### src/rtl/instr_fetch_if.sv
// Fetch-stage bus bundle: instruction-memory read port, decoder
// handshake and branch redirect. The fetch block uses the master modport;
// the memory/decoder side uses the slave modport.
interface instr_fetch_if #(
    parameter int PC_W = 10,
    parameter int IW   = 9
);
    logic            imem_en;
    logic [PC_W-1:0] imem_addr;
    logic [IW-1:0]   imem_rdata;
    logic [IW-1:0]   instr;
    logic [PC_W-1:0] instr_pc;
    logic            instr_valid;
    logic            decode_ready;
    logic            redirect_valid;
    logic [PC_W-1:0] redirect_target;

    modport master (
        output imem_en, imem_addr, instr, instr_pc, instr_valid,
        input  imem_rdata, decode_ready, redirect_valid, redirect_target
    );

    modport slave (
        input  imem_en, imem_addr, instr, instr_pc, instr_valid,
        output imem_rdata, decode_ready, redirect_valid, redirect_target
    );
endinterface

### src/rtl/instr_fetch.sv
// Instruction fetch stage in front of a synchronous ROM.
// Issues one address per cycle, presents the returned word to the decoder,
// stalls by re-issuing, flushes on redirect and halts after last_pc.
// Optional feature: define FETCH_PERF_CNT_EN to enable the saturating
// accepted-instruction counter on instr_count (otherwise tied to 0).
//
// state | meaning
// IDLE  | out of reset, waiting for start
// RUN   | fetching; imem_en asserted every cycle
// HALT  | last_pc accepted; done=1 until the next start
module instr_fetch #(
    parameter int PC_W = 10,
    parameter int IW   = 9
) (
    input  logic            clk,
    input  logic            rst_n,
    input  logic            start,
    input  logic [PC_W-1:0] last_pc,
    output logic            done,
    output logic [15:0]     instr_count,
    instr_fetch_if.master   bus
);
    typedef enum logic [1:0] {IDLE, RUN, HALT} state_t;

    state_t          state, state_nxt;
    logic [PC_W-1:0] pc;
    logic [PC_W-1:0] issued_addr;
    logic [PC_W-1:0] fetch_addr;
    logic            inflight;
    logic            in_run;
    logic            launch;
    logic            redirect;
    logic            accept;
    logic            stall;
    logic            at_last;

    // Handshake decode and the address issued this cycle. A stall re-issues
    // the word on display so the ROM keeps returning it; an acceptance
    // issues the successor straight away for one-per-cycle throughput.
    always_comb begin
        in_run          = (state == RUN);
        launch          = !in_run && start;
        redirect        = in_run && bus.redirect_valid;
        bus.instr_valid = in_run && inflight && !bus.redirect_valid;
        accept          = bus.instr_valid && bus.decode_ready;
        stall           = bus.instr_valid && !bus.decode_ready;
        at_last         = accept && (issued_addr == last_pc);
        fetch_addr      = pc;
        if (stall)
            fetch_addr = issued_addr;
        else if (accept)
            fetch_addr = issued_addr + PC_W'(1);
        bus.imem_en   = in_run;
        bus.imem_addr = in_run ? fetch_addr : '0;
        bus.instr     = inflight ? bus.imem_rdata : '0;
        bus.instr_pc  = issued_addr;
        done          = (state == HALT);
    end

    // State register.
    always_ff @(posedge clk or negedge rst_n) begin
        if (!rst_n)
            state <= IDLE;
        else
            state <= state_nxt;
    end

    // Next state; a redirect suppresses acceptance, so it also blocks HALT.
    always_comb begin
        state_nxt = state;
        case (state)
            IDLE, HALT: if (start) state_nxt = RUN;
            RUN:        if (!redirect && at_last) state_nxt = HALT;
            default:    state_nxt = IDLE;
        endcase
    end

    // Fetch pointer, issued-address register and inflight flag.
    always_ff @(posedge clk or negedge rst_n) begin
        if (!rst_n) begin
            pc          <= '0;
            issued_addr <= '0;
            inflight    <= 1'b0;
        end else if (launch) begin
            pc       <= '0;
            inflight <= 1'b0;
        end else if (in_run) begin
            if (redirect) begin
                pc       <= bus.redirect_target;
                inflight <= 1'b0;
            end else if (at_last) begin
                inflight <= 1'b0;
            end else begin
                pc          <= fetch_addr;
                issued_addr <= fetch_addr;
                inflight    <= 1'b1;
            end
        end
    end

`ifdef FETCH_PERF_CNT_EN
    logic [15:0] count_q;

    // Accepted-instruction counter; cleared on launch, saturates at all-ones.
    always_ff @(posedge clk or negedge rst_n) begin
        if (!rst_n)
            count_q <= '0;
        else if (launch)
            count_q <= '0;
        else if (accept && count_q != 16'hFFFF)
            count_q <= count_q + 16'd1;
    end

    assign instr_count = count_q;
`else
    assign instr_count = 16'd0;
`endif
endmodule

### src/flat_wrapper.sv
// flat-port wrapper written by rule: the top's interface ports become plain ports
module instr_fetch_flat 
#(
    parameter int PC_W = 10,
    parameter int IW   = 9
)
  (clk, rst_n, start, last_pc, done, instr_count, bus_imem_en, bus_imem_addr, bus_instr, bus_instr_pc, bus_instr_valid, bus_imem_rdata, bus_decode_ready, bus_redirect_valid, bus_redirect_target);
  instr_fetch_if #(.PC_W(PC_W), .IW(IW)) bus_i ();
  input  logic clk;
  input  logic rst_n;
  input  logic start;
  input  logic [PC_W-1:0] last_pc;
  output logic done;
  output logic [15:0] instr_count;
  output wire logic [$bits(bus_i.imem_en)-1:0] bus_imem_en;
  output wire logic [$bits(bus_i.imem_addr)-1:0] bus_imem_addr;
  output wire logic [$bits(bus_i.instr)-1:0] bus_instr;
  output wire logic [$bits(bus_i.instr_pc)-1:0] bus_instr_pc;
  output wire logic [$bits(bus_i.instr_valid)-1:0] bus_instr_valid;
  input wire logic [$bits(bus_i.imem_rdata)-1:0] bus_imem_rdata;
  input wire logic [$bits(bus_i.decode_ready)-1:0] bus_decode_ready;
  input wire logic [$bits(bus_i.redirect_valid)-1:0] bus_redirect_valid;
  input wire logic [$bits(bus_i.redirect_target)-1:0] bus_redirect_target;
  assign bus_imem_en = bus_i.imem_en;
  assign bus_imem_addr = bus_i.imem_addr;
  assign bus_instr = bus_i.instr;
  assign bus_instr_pc = bus_i.instr_pc;
  assign bus_instr_valid = bus_i.instr_valid;
  assign bus_i.imem_rdata = bus_imem_rdata;
  assign bus_i.decode_ready = bus_decode_ready;
  assign bus_i.redirect_valid = bus_redirect_valid;
  assign bus_i.redirect_target = bus_redirect_target;
  instr_fetch #(.PC_W(PC_W), .IW(IW)) u_core (.clk(clk), .rst_n(rst_n), .start(start), .last_pc(last_pc), .done(done), .instr_count(instr_count), .bus(bus_i));
endmodule
### config.mk
export PLATFORM = sky130hd
export DESIGN_NAME = instr_fetch_flat
export DESIGN_NICKNAME = d
export VERILOG_FILES = /design/src/rtl/instr_fetch_if.sv /design/src/rtl/instr_fetch.sv /design/src/flat_wrapper.sv
export SDC_FILE = /design/constraint.sdc
export NUM_CORES = 1
export LEC_CHECK = 0
export CAP_MARGIN = 30
export CORE_MARGIN = 10
export CORE_UTILIZATION = 42
export DETAILED_ROUTE_END_ITERATION = 10
export PLACE_DENSITY = 0.81
export SYNTH_ARGS = -nofsm -noshare
export SYNTH_HDL_FRONTEND = slang
export SYNTH_SLANG_ARGS = --single-unit
### constraint.sdc
create_clock -name clk -period 2.95 [get_ports clk]
set_input_delay 0.7375 -clock clk [delete_from_list [all_inputs] [get_ports clk]]
set_output_delay 0.7375 -clock clk [all_outputs]
set_load 0.02 [all_outputs]
---- Word-level counts from Yosys, hierarchy flattened ----
Index checks and enable logic that the tools add are counted.
storage, ports and cells
  flip-flop bits (word level) ............. 23
  word-level logic and storage cells ...... 47
cells by class
  add/sub/neg operators ................... 1
  equality and inequality tests ........... 6
  mux-type cells .......................... 15
  bitwise logic cells ..................... 3
  reductions and logical operators ........ 18
operators with widths
  cell                     count
  $mux W10                 7
  $add A10 B1 Y10 const B  1
  $eq A10 B10 Y1           1
  $mux W9                  1
  $logic_and A1 B1 Y1      8
  $logic_not A1 Y1         4
  $mux W1                  4
  $mux W2                  2
  $pmux W2 S2              1
  $reduce_and A2 Y1        2
  $reduce_and A4 Y1        1
  $ne A3 B1 Y1 const B     1
  $not A1 Y1               3
  $eq A2 B1 Y1 const B     1
  $eq A2 B2 Y1 const B     1
  $logic_not A2 Y1         1
  $ne A2 B1 Y1 const B     1
  $ne A2 B2 Y1 const B     1
  $reduce_bool A2 Y1       1
  $reduce_or A2 Y1         1

---- Logic depth before layout (Yosys ltp) ----
Gate-level depths: netlist of the first run.
  depth after elaboration ................. 10
  mapped depth ............................ 7
  mapped depth without buffers ............ 6

---- Least setup slack after synthesis of the first run ----
Ideal clock, no wire load.
  path type ............................... input-to-output
  from .................................... in bus_redirect_valid
  to ...................................... out bus_imem_addr[3]
  arrival ................................. 2147 ps
  required time ........................... 2213 ps
  path slack .............................. 65 ps
  stages on the path ...................... 5
  buffers on the path ..................... 1
  cells stage by stage .................... nand4bb_2 -> inv_1 -> buf_1 -> nor2_1 -> nor3_1
on the way
  word-level cells in the longest chain between the ends .. 6
  elaborated cells between the ends (all ways) .. 7
  classes of those cells .................. mux (3); reduce/logical (4)
ends and longest elaborated chain
  element                line                text
  start, declared        flat_wrapper.sv:22  input wire logic [$bits(bus_i.redirect_valid)-1:0] bus_redirect_valid;
  $logic_not A1 Y1 *     instr_fetch.sv:44   bus.instr_valid = in_run && inflight && !bus.redirect_valid;
  $logic_and A1 B1 Y1 *  instr_fetch.sv:44
  net bus_instr_valid    flat_wrapper.sv:19  output wire logic [$bits(bus_i.instr_valid)-1:0] bus_instr_valid;
  $logic_and A1 B1 Y1    instr_fetch.sv:45   accept = bus.instr_valid && bus.decode_ready;
  $mux W10               instr_fetch.sv:51   else if (accept)
  $mux W10 *             instr_fetch.sv:49   if (stall)
  $mux W10 *             instr_fetch.sv:54   bus.imem_addr = in_run ? fetch_addr : '0;
  end, declared          flat_wrapper.sv:16  output wire logic [$bits(bus_i.imem_addr)-1:0] bus_imem_addr;
Mark *: on every way through the listed nets, which the timed path passes. The rest lies on a longest branch.

---- Final worst setup path of the first run ----
  from .................................... in bus_redirect_valid
  to ...................................... out bus_imem_addr[5]
on the way
  word-level cells in the longest chain between the ends .. 6
  elaborated cells between the ends (all ways) .. 7
  classes of those cells .................. mux (3); reduce/logical (4)
ends and longest elaborated chain
  element                line
  $logic_not A1 Y1 *     instr_fetch.sv:44
  $logic_and A1 B1 Y1 *  instr_fetch.sv:44
  $logic_and A1 B1 Y1    instr_fetch.sv:45
  $mux W10               instr_fetch.sv:51
  $mux W10 *             instr_fetch.sv:49
  $mux W10 *             instr_fetch.sv:54
Mark *: on every way between the ends. The rest lies on a longest branch, timed or not.

==> results of run 1 <==
## layer usage
metal	share of wire, %	vias to the layer above
met2	51	73
li1	-	843
met5	0	-
met1	40	850
met3	8.9	5
met4	0.54	0
## flip-flops by register name, summed over array words and instances (netlist names)
name / count
u_core.inflight: 1
u_core.bus.instr_pc: 10
u_core.state: 2
u_core.pc: 10
## placed cells by master, fill, tap and decap left out, types with 3 or more instances in the layout
master,Yosys,routed
conb_1,1,16
o21ai_0,15,11
buf_6,1,3
clkbuf_8,0,3
mux2_4,6,6
a21oi_1,10,9
a22oi_1,6,6
nand3_1,4,4
dfrtp_1,23,23
clkdlybuf4s15_2,0,4
xnor2_1,10,9
a22o_1,10,10
nand2_1,10,10
nand4_1,3,3
and2_1,14,14
nor2_1,16,15
inv_1,6,5
buf_4,16,38
clkdlybuf4s50_1,0,53
dlygate4sd2_1,0,3
o21ai_2,0,3
xor2_1,9,9
## through the flow
stage	utilization, %	area, um^2	setup TNS, ns
floorplan	-	1810	0
global placement	64.8	2610	-8.51
detailed placement	65.1	2620	-6.71
CTS	67.7	2730	0
global route	68.3	2750	-0.0524
finish	68.3	2750	0
## worst paths after layout
check | depth (start not counted) | to | startpoint | slack, ns
setup / recovery | 6 | bus_imem_addr[5] | bus_redirect_valid | 0.02
hold / removal | 1 | u_core.pc[3]$_DFFE_PN0P_ | u_core.pc[3]$_DFFE_PN0P_ | 0.52
setup reg to reg | 8 | u_core.bus.instr_pc[7]$_DFFE_PN0P_ | u_core.state[1]$_DFFE_PN0P_ | 0.61
hold reg to reg | 1 | u_core.pc[3]$_DFFE_PN0P_ | u_core.pc[3]$_DFFE_PN0P_ | 0.52
max in group asynchronous | 2 | u_core.state[1]$_DFFE_PN0P_ | rst_n | 1.88
min in group asynchronous | 2 | u_core.bus.instr_pc[6]$_DFFE_PN0P_ | rst_n | 0.83
## layout make-up
type,count,area (um^2)
Fill cell,335,1280
Multi-Input combinational cell,154,1100
Timing Repair Buffer,105,946
Sequential cell,23,576
Tap cell,50,62.6
Clock buffer,4,45.0
Inverter,6,25.0
## worst reg2reg max path, cell delays in order, from the launching register on
cell and delay [ns]:
dfrtp_1 0.42, nand4bb_4 0.27, buf_6 0.19, buf_4 0.15
nor4_4 0.37, a31oi_4 0.13, nor2b_2 0.24, buf_6 0.16
mux2_4 0.30
## power groups by stage
stage               Sequential (mW)  Clock (mW)  Combinational (mW)
floorplan                     0.525           0               0.445
global placement              0.453           0               0.926
detailed placement            0.458           0               0.943
CTS                           0.453       0.200               0.960
global route                  0.467       0.215                1.05
finish                        0.457       0.204               0.981
## cell families (layout without fill, tap and decap cells)
| family | count (synthesis) | after routing | share of synthesized area [%] |
|---|---|---|---|
| xor gates and xnor gates | 19 | 19 | 9.47 |
| and+or+nand+nor | 58 | 58 | 18.6 |
| buffers and inverters | 34 | 115 | 11.3 |
| other | 1 | 16 | 0.213 |
| adders and majority gates | 1 | 1 | 0.712 |
| AOI/OAI and AO/OA | 51 | 51 | 20.0 |
| DFF | 23 | 23 | 32.8 |
| muxes | 9 | 9 | 6.91 |
## what timing repair did
action,CTS,global route
cloned,0,0
endpoints found under the setup margin,11,13
resized for setup,44,10
pin swaps,4,3
setup buffers,3,1
==> key figures, run 1 <==
Status
  • Status: finished clean

Critical path
  • WS Path Type: input port to output pin
  • Maximum fanout along the worst path: 17
  • CP Data Required Time: 2.21 ns
  • CP Cell Sequence: clkdlybuf4s50_1 -> nand4bb_4 -> buf_6 -> o21ai_2 -> and2_1 -> clkdlybuf4s15_2
  • CP peak stage delay: 0.44 ns
  • Crit start category: input port
  • CP max stage cell: clkdlybuf4s50_1
  • WP buf/inv: 3
  • Delay-heaviest family, CP: buffers and inverters
  • Crit. End Element: output pin
  • Crit path DAT: 2.19 ns

Die
  • I/O pin total: 82
  • Die Ht: 84.7 um
  • Die area: 0.00717 mm^2
  • Total core area: 0.00403 mm^2
  • Initial Utilization: 43.6%
  • Die Wd: 84.7 um
  • Num rows: 23

Synth
  • YS warnings: 0
  • Post-synthesis sequential area ratio: 32.8%
  • Post-synthesis async set-or-reset flop share: 100%
  • Yosys cell types: 41
  • Mapped Area: 0.00176 mm^2
  • Mean instance size in the synthesized netlist: 8.96 um^2
  • Synth top area share: 32.8%
  • Top cell type by total area after synthesis: dfrtp_1
  • #FFs+latches synth: 23
  • Most used flip-flop cell after synthesis: dfrtp_1
  • Top cells by area, synth: dfrtp_1 (33%), buf_4 (6.8%), mux2_4 (5.1%)
  • Most common cell in the netlist: dfrtp_1
  • Top post-synthesis cells by count: dfrtp_1 (23), buf_4 (16), nor2_1 (16)
  • Post-synth EDFFs: 0
  • Syn Inst Count: 196

Min path
  • Min-Delay Path Class: flip-flop to flip-flop

Timing
  • Fmax: 341 MHz
  • Max Slew Vio Count: 0
  • Clk_skew: 0.00340 ns
  • Worst hold slack: 0.517 ns
  • Setup violations, final: 0
  • Fin crit period: 2.93 ns
  • Final hold violation count: 0
  • Setup ws final: 0.0181 ns
  • Tcrit/Tclk final: 99.4%
  • RSZ-0062 raised after global routing: true

GRT
  • Vias in the first global route: 1878
  • Gr usage total: 15.3%
  • Gr busiest metal: met2
  • Met2 usage in global routing: 27.1%
  • Met1 Use GR: 17.6%
  • GRT met3 Usage: 4.93%
  • GRT overflow: 0
  • Initial antenna violation count: 0
  • First-pass GRT wire length: 9.29 mm
  • Largest net degree at the start of global routing: 24

Cells and area
  • Area Growth Syn to Fin: 56.6%
  • Ant. Diodes: 0
  • Non-filler cells, final: 342
  • Post-layout nets: 328
  • Layout cells sized above 1: 25.7%

Drt
  • DRT Pass-1 Iters: 4
  • Routed Antenna Nets: 0
  • Routed vias/inst: 5.18
  • DRC Markers: 0
  • Wirelength per Cell: 16.9 um
  • Via count: 1771
  • DRT iter0 DRCs: 140
  • Drt total wl: 5.79 mm

Clocking
  • Skew-Pair Late Insertion Delay: 0.27 ns
  • Hold buffers post-CTS: 0
  • Root buffer cell: clkbuf_8
  • CTS tree: built
  • Htree depth: 1
  • CTS sink cnt: 23
  • Reg clk slew, reported paths: 0.09 ns
  • Cts bufs inserted: 3
  • Buffer depth of the longest clock path: 2

Power and ir drop
  • Final Power: 1.64 mW
  • Comb power frac: 59.7%
  • Sequential share of power: 27.8%
  • NetSw: 0.668 mW
  • P per Cell Area: 597 mW/mm^2
  • Leak pwr: 1.23 nW
  • Worst IR drop on VDD: 0.275 mV
  • Sw Ratio: 40.7%
  • P_int: 0.974 mW
  • Clock network fraction of design power: 12.4%

Place
  • Placed cell count: 334
  • Routability Congestion: 0.838
  • DP Wirelength: 4.43 mm
  • Dpl ws: -0.578 ns
  • IO buf count: 65

Run
  • Max Cap Viol: 0
Power figures use the tool's default switching activity.
==> run 2, diff against run 1 <==
--- a/config.mk
+++ b/config.mk
@@ -8,8 +8,10 @@
 export CAP_MARGIN = 30
 export CORE_MARGIN = 10
 export CORE_UTILIZATION = 42
+export CTS_CLUSTER_DIAMETER = 100
 export DETAILED_ROUTE_END_ITERATION = 10
 export PLACE_DENSITY = 0.81
+export SLEW_MARGIN = 10
 export SYNTH_ARGS = -nofsm -noshare
 export SYNTH_HDL_FRONTEND = slang
 export SYNTH_SLANG_ARGS = --single-unit
==> results of run 2 <==
No change in the layout: final DEF, timing and power equal those of run 1.
==> RTL change 1, RTL diff (flow settings as in run 1) <==
Build with the macro `FETCH_PERF_CNT_EN` defined.
--- a/src/rtl/instr_fetch.sv
+++ b/src/rtl/instr_fetch.sv
@@ -9,4 +9,6 @@
 // RUN   | fetching; imem_en asserted every cycle
 // HALT  | last_pc accepted; done=1 until the next start
+`define FETCH_PERF_CNT_EN
+
 module instr_fetch #(
     parameter int PC_W = 10,
Behaviour: not the same (a bounded check fails within 4 cycles, from zero or initial values and one cycle with rst_n low).
==> RTL change 1 against run 1 <==
  * Sequential share of layout area is 4.8 points higher
  * Sequential power rose by 69%
  * Critical endpoint is now bus_imem_addr[6]
  * Area after synthesis increased by 49%
  * Routed wire length is 43% higher
  * Sequential cell count increased by 16
  * Non-clock buffer count rose by 16
  * Setup slack better by 100 ps
  * Power increased by 44%
  * Worst hold slack improved by 4.5 ps
  * Count of clock-buffer cells in the layout increased by 2
  * Final area rose by 38%
==> RTL change 1: results (changes against run 1) <==
crit-path max FO 5 (-12); largest net degree at the start of global routing 40 (+67%); Hold Crit Start u_core.pc[1]; most frequent cells after synthesis dfrtp_1 (39), nand3_1 (23), nor2_1 (23), o21ai_0 (23), nand2_1 (20); reg2reg start u_core.state[1]; Net Count, Synth between 300 and 400; sw power 0.958 mW (+43%); worst-skew pair later-pin latency 290 ps (+20 ps); DRT met1 WL 3190 microns (+39%); post-CTS setup repair buffer count 2 (-1); CP delay by family, top simple AND/OR/NAND/NOR gates; area taken by multi-input logic gates 1520 sq um (+39%); Worst Setup SP u_core.bus.instr_pc[1]; vias in the first global route 2803 (+49%); met2 Usage GRT 28.4% (+1.2 points); Num CTS Buffers 5 (+2); first-pass GRT wire length 13800 microns (+48%); Routed WL per cell 17.3 microns (+2.3%); post-synthesis sequential area ratio 37.3% (+4.6 points); LEAKAGE 1.56 nW (+27%); Yosys cell types 56 (+37%); PortBufs 81 (+25%); 1st-iter DRT viols 172 (+23%); Final Wtd Congestion 0.902 (+7.7%); CP max-delay cell dfrtp_1; multi-input combinational cell count 230 (+49%); IR drop worst, VDD 357 uV (+30%); Data buffer area share 28.4% (-6.0 points); hold path endpoint u_core.pc[1]; DR WL met2 3950 microns (+34%); layout cell share with drive strength beyond 1 19.1% (-6.6 points); worst reg-to-reg setup slack 860 ps (+250 ps); Comb group 1.23 mW (+25%); run status completed; Critical Path Start Type flip-flop; Clock-cell share 2.31% (+0.67 points); top post-synthesis cells by area dfrtp_1 (37%), xnor2_1 (6.4%), nand3_1 (4.4%), o21ai_0 (4.4%), nand4_1 (3.3%); Fillers 505 (+51%); clock skew 5.74 ps (+2.34 ps); number of clock buffers in the layout 6 (+2); Post-DP HPWL 6320 microns (+43%); Layout Nets 440 (+34%); Setup crit end bus_imem_addr[6]; Clk network pwr share 15.5% (+3.1 points); sequential cells 39 (+70%); DR vias 2729 (+54%); Pwr per Cell Area 624 nW/um^2 (+4.5%); post-CTS sizing 48 (+9.1%); R2R cell count 10 (+2); Signal inverters 7 (+1); H-tree levels 2 (+1); M1 GR Usage 18.6% (+0.97 points); sequential standard cell area 976 sq um (+70%); buffers outside the clock class 121 (+15%); Tot GR Track Use 16.8% (+1.5 points); Worst-path clk slew 70 ps (-20 ps); Data arrival, critical path 2090 ps (-100 ps)
RTL change 1: cell types whose count changed in the layout (fill, tap and decap cells not counted), sizes merged, moves of 12 or more:
cell,before,now
nand3,4,23
conb,16,0
dfrtp,23,39
clkdlybuf4s50,53,67
nand2,10,22
nand4,3,15
RTL change 1: cell families after synthesis:
| kind of cell | after synthesis | share of synthesized area (%) |
|---|---|---|
| compound gates | 69 | 18.3 |
| xor+xnor | 23 | 7.70 |
| fa+ha+maj | 2 | 0.957 |
| buf+inv | 27 | 5.26 |
| flops | 39 | 37.3 |
| mux | 6 | 2.39 |
| simple gates | 130 | 28.1 |
RTL change 1: metrics by stage:
stage | hold slack, ps | std cells | worst slack, ps | instance area [sq um]
2_1_floorplan | 442 | 296 | 118 | 2620
3_3_place_gp | 491 | 470 | -535 | 3690
3_5_place_dp | 502 | 470 | -559 | 3690
4_1_cts | 523 | 479 | 8.89 | 3790
5_1_grt | 540 | 479 | 15.6 | 3800
6_report | 521 | 479 | 119 | 3800
==> RTL change 2, RTL diff (flow settings as in run 1) <==
Without the edit above. The 3 states of `state_t` get a one-hot encoding in 3 bits.
--- a/src/rtl/instr_fetch.sv
+++ b/src/rtl/instr_fetch.sv
@@ -21,5 +21,5 @@
     instr_fetch_if.master   bus
 );
-    typedef enum logic [1:0] {IDLE, RUN, HALT} state_t;
+    typedef enum logic [2:0] {IDLE = 3'b001, RUN = 3'b010, HALT = 3'b100} state_t;
 
     state_t          state, state_nxt;
Check against the original RTL: no difference found for any inputs over 10 cycles, from zero or initial values and one cycle with rst_n low; not proved beyond that.
==> RTL change 2 against run 1 <==
  * Power rose by 0.29%
  * Area after synthesis rose by 6.6%
  * Critical path depth is 1 higher
  * Non-clock buffer count fell by 6
  * Sequential share of layout area up 0.86 points
  * Setup slack improved by 42 ps
  * Global-route usage increased by 0.15 points
  * Sequential cell count up 1
  * Routed wire length down 0.26%
  * Final area is 0.45% higher
  * Combinational power is 3.9% lower
  * Critical path type unchanged
==> RTL change 2: results (changes against run 1) <==
run status completed; Non-Filler Instances 359 (+5.0%); met3 Use GR 2.91% (-2.0 points); worst reg-to-reg setup slack 770 ps (+160 ps); top post-synthesis cells by area dfrtp_1 (31%), buf_4 (6.4%), mux2i_1 (5.9%), xor2_1 (5.1%), nor2_1 (4.4%); reg2reg start u_core.state[0]; DP Area 2720 sq um (+3.8%); worst-skew pair later-pin latency 260 ps; Yosys cell types 52 (+27%); vias per cell 5.28 (+1.9%); met2 Usage GRT 26.8% (-0.33 points); Routed WL per cell 16.1 microns (-5.0%); Comb group 0.943 mW (-3.9%); Min Hold Slack 512 ps (-4.65 ps); IR drop worst, VDD 303 uV (+10%); internal power 0.967 mW (-0.76%); vias in the first global route 1944 (+3.5%); M1 GR Usage 18.9% (+1.3 points); Setup crit end bus_imem_addr[4]; most frequent cells after synthesis dfrtp_1 (23), nor2_1 (22), buf_4 (16), nand2_1 (16), o21ai_0 (14); R2R cell count 6 (-2); Sequential Power 0.479 mW (+4.8%); FF-to-FF End u_core.bus.instr_pc[4]; LEAKAGE 1.21 nW (-1.8%); crit-path max FO 6 (-11); Layout Nets 343 (+4.6%); layout cell share with drive strength beyond 1 21.5% (-4.2 points); first-pass GRT wire length 9640 microns (+3.7%); DR top layer met4; Num CTS Buffers 3 (unchanged); DRT met1 WL 2340 microns (+2.0%); Max Cap Viol 0 (unchanged); Reg power frac 29.1% (+1.3 points); largest net degree at the start of global routing 25 (+4.2%); Final Wtd Congestion 0.889 (+6.1%); 1st-iter DRT viols 170 (+21%); post-CTS setup repair buffer count 0 (-3); Tot GR Track Use 15.5% (+0.15 points); DR WL met2 2880 microns (-2.5%); DP Worst Slack -570 ps (+7.91 ps); hold path endpoint u_core.pc[4]; Hold Crit Start u_core.pc[4]; clock skew 2.41 ps (-0.983 ps); Data arrival, critical path 2150 ps (-40 ps); post-synthesis sequential area ratio 32.1% (-0.63 points)
RTL change 2: cell count changes after synthesis, sizes merged, moves of 4 or more:
cell,before,now
mux2i,2,11
nor2,16,22
o2bb2ai,0,5
a22o,10,5
nand2,10,16
a21oi,11,7
mux2,7,3
a22oi,6,2
RTL change 2: logic make-up (layout without fill, tap and decap cells):
logic type	Yosys count	count (layout)	share of synthesized area, %
adder cells (fa/ha/maj)	1	1	0.668
other	1	16	0.200
XOR/XNOR	18	18	8.42
buffers and inverters	36	111	11.0
AND/OR/NAND/NOR	74	74	21.5
multiplexers	14	14	7.88
flip-flops	24	24	32.1
AO/OA/AOI/OAI	49	49	18.2
RTL change 2: area by class of cell:
type | instances | area [sq um]
fillers | 383 | 1560
multi-input cells | 172 | 1140
repair buffers | 99 | 865
flip-flops and latches | 24 | 602
well taps | 52 | 65.1
clock buffers | 4 | 55.1
inverters | 8 | 32.5
RTL change 2: what timing repair did:
action,in CTS,in global routing
setup endpoints to repair,11,6
resized for setup,45,10
pin swaps,2,1
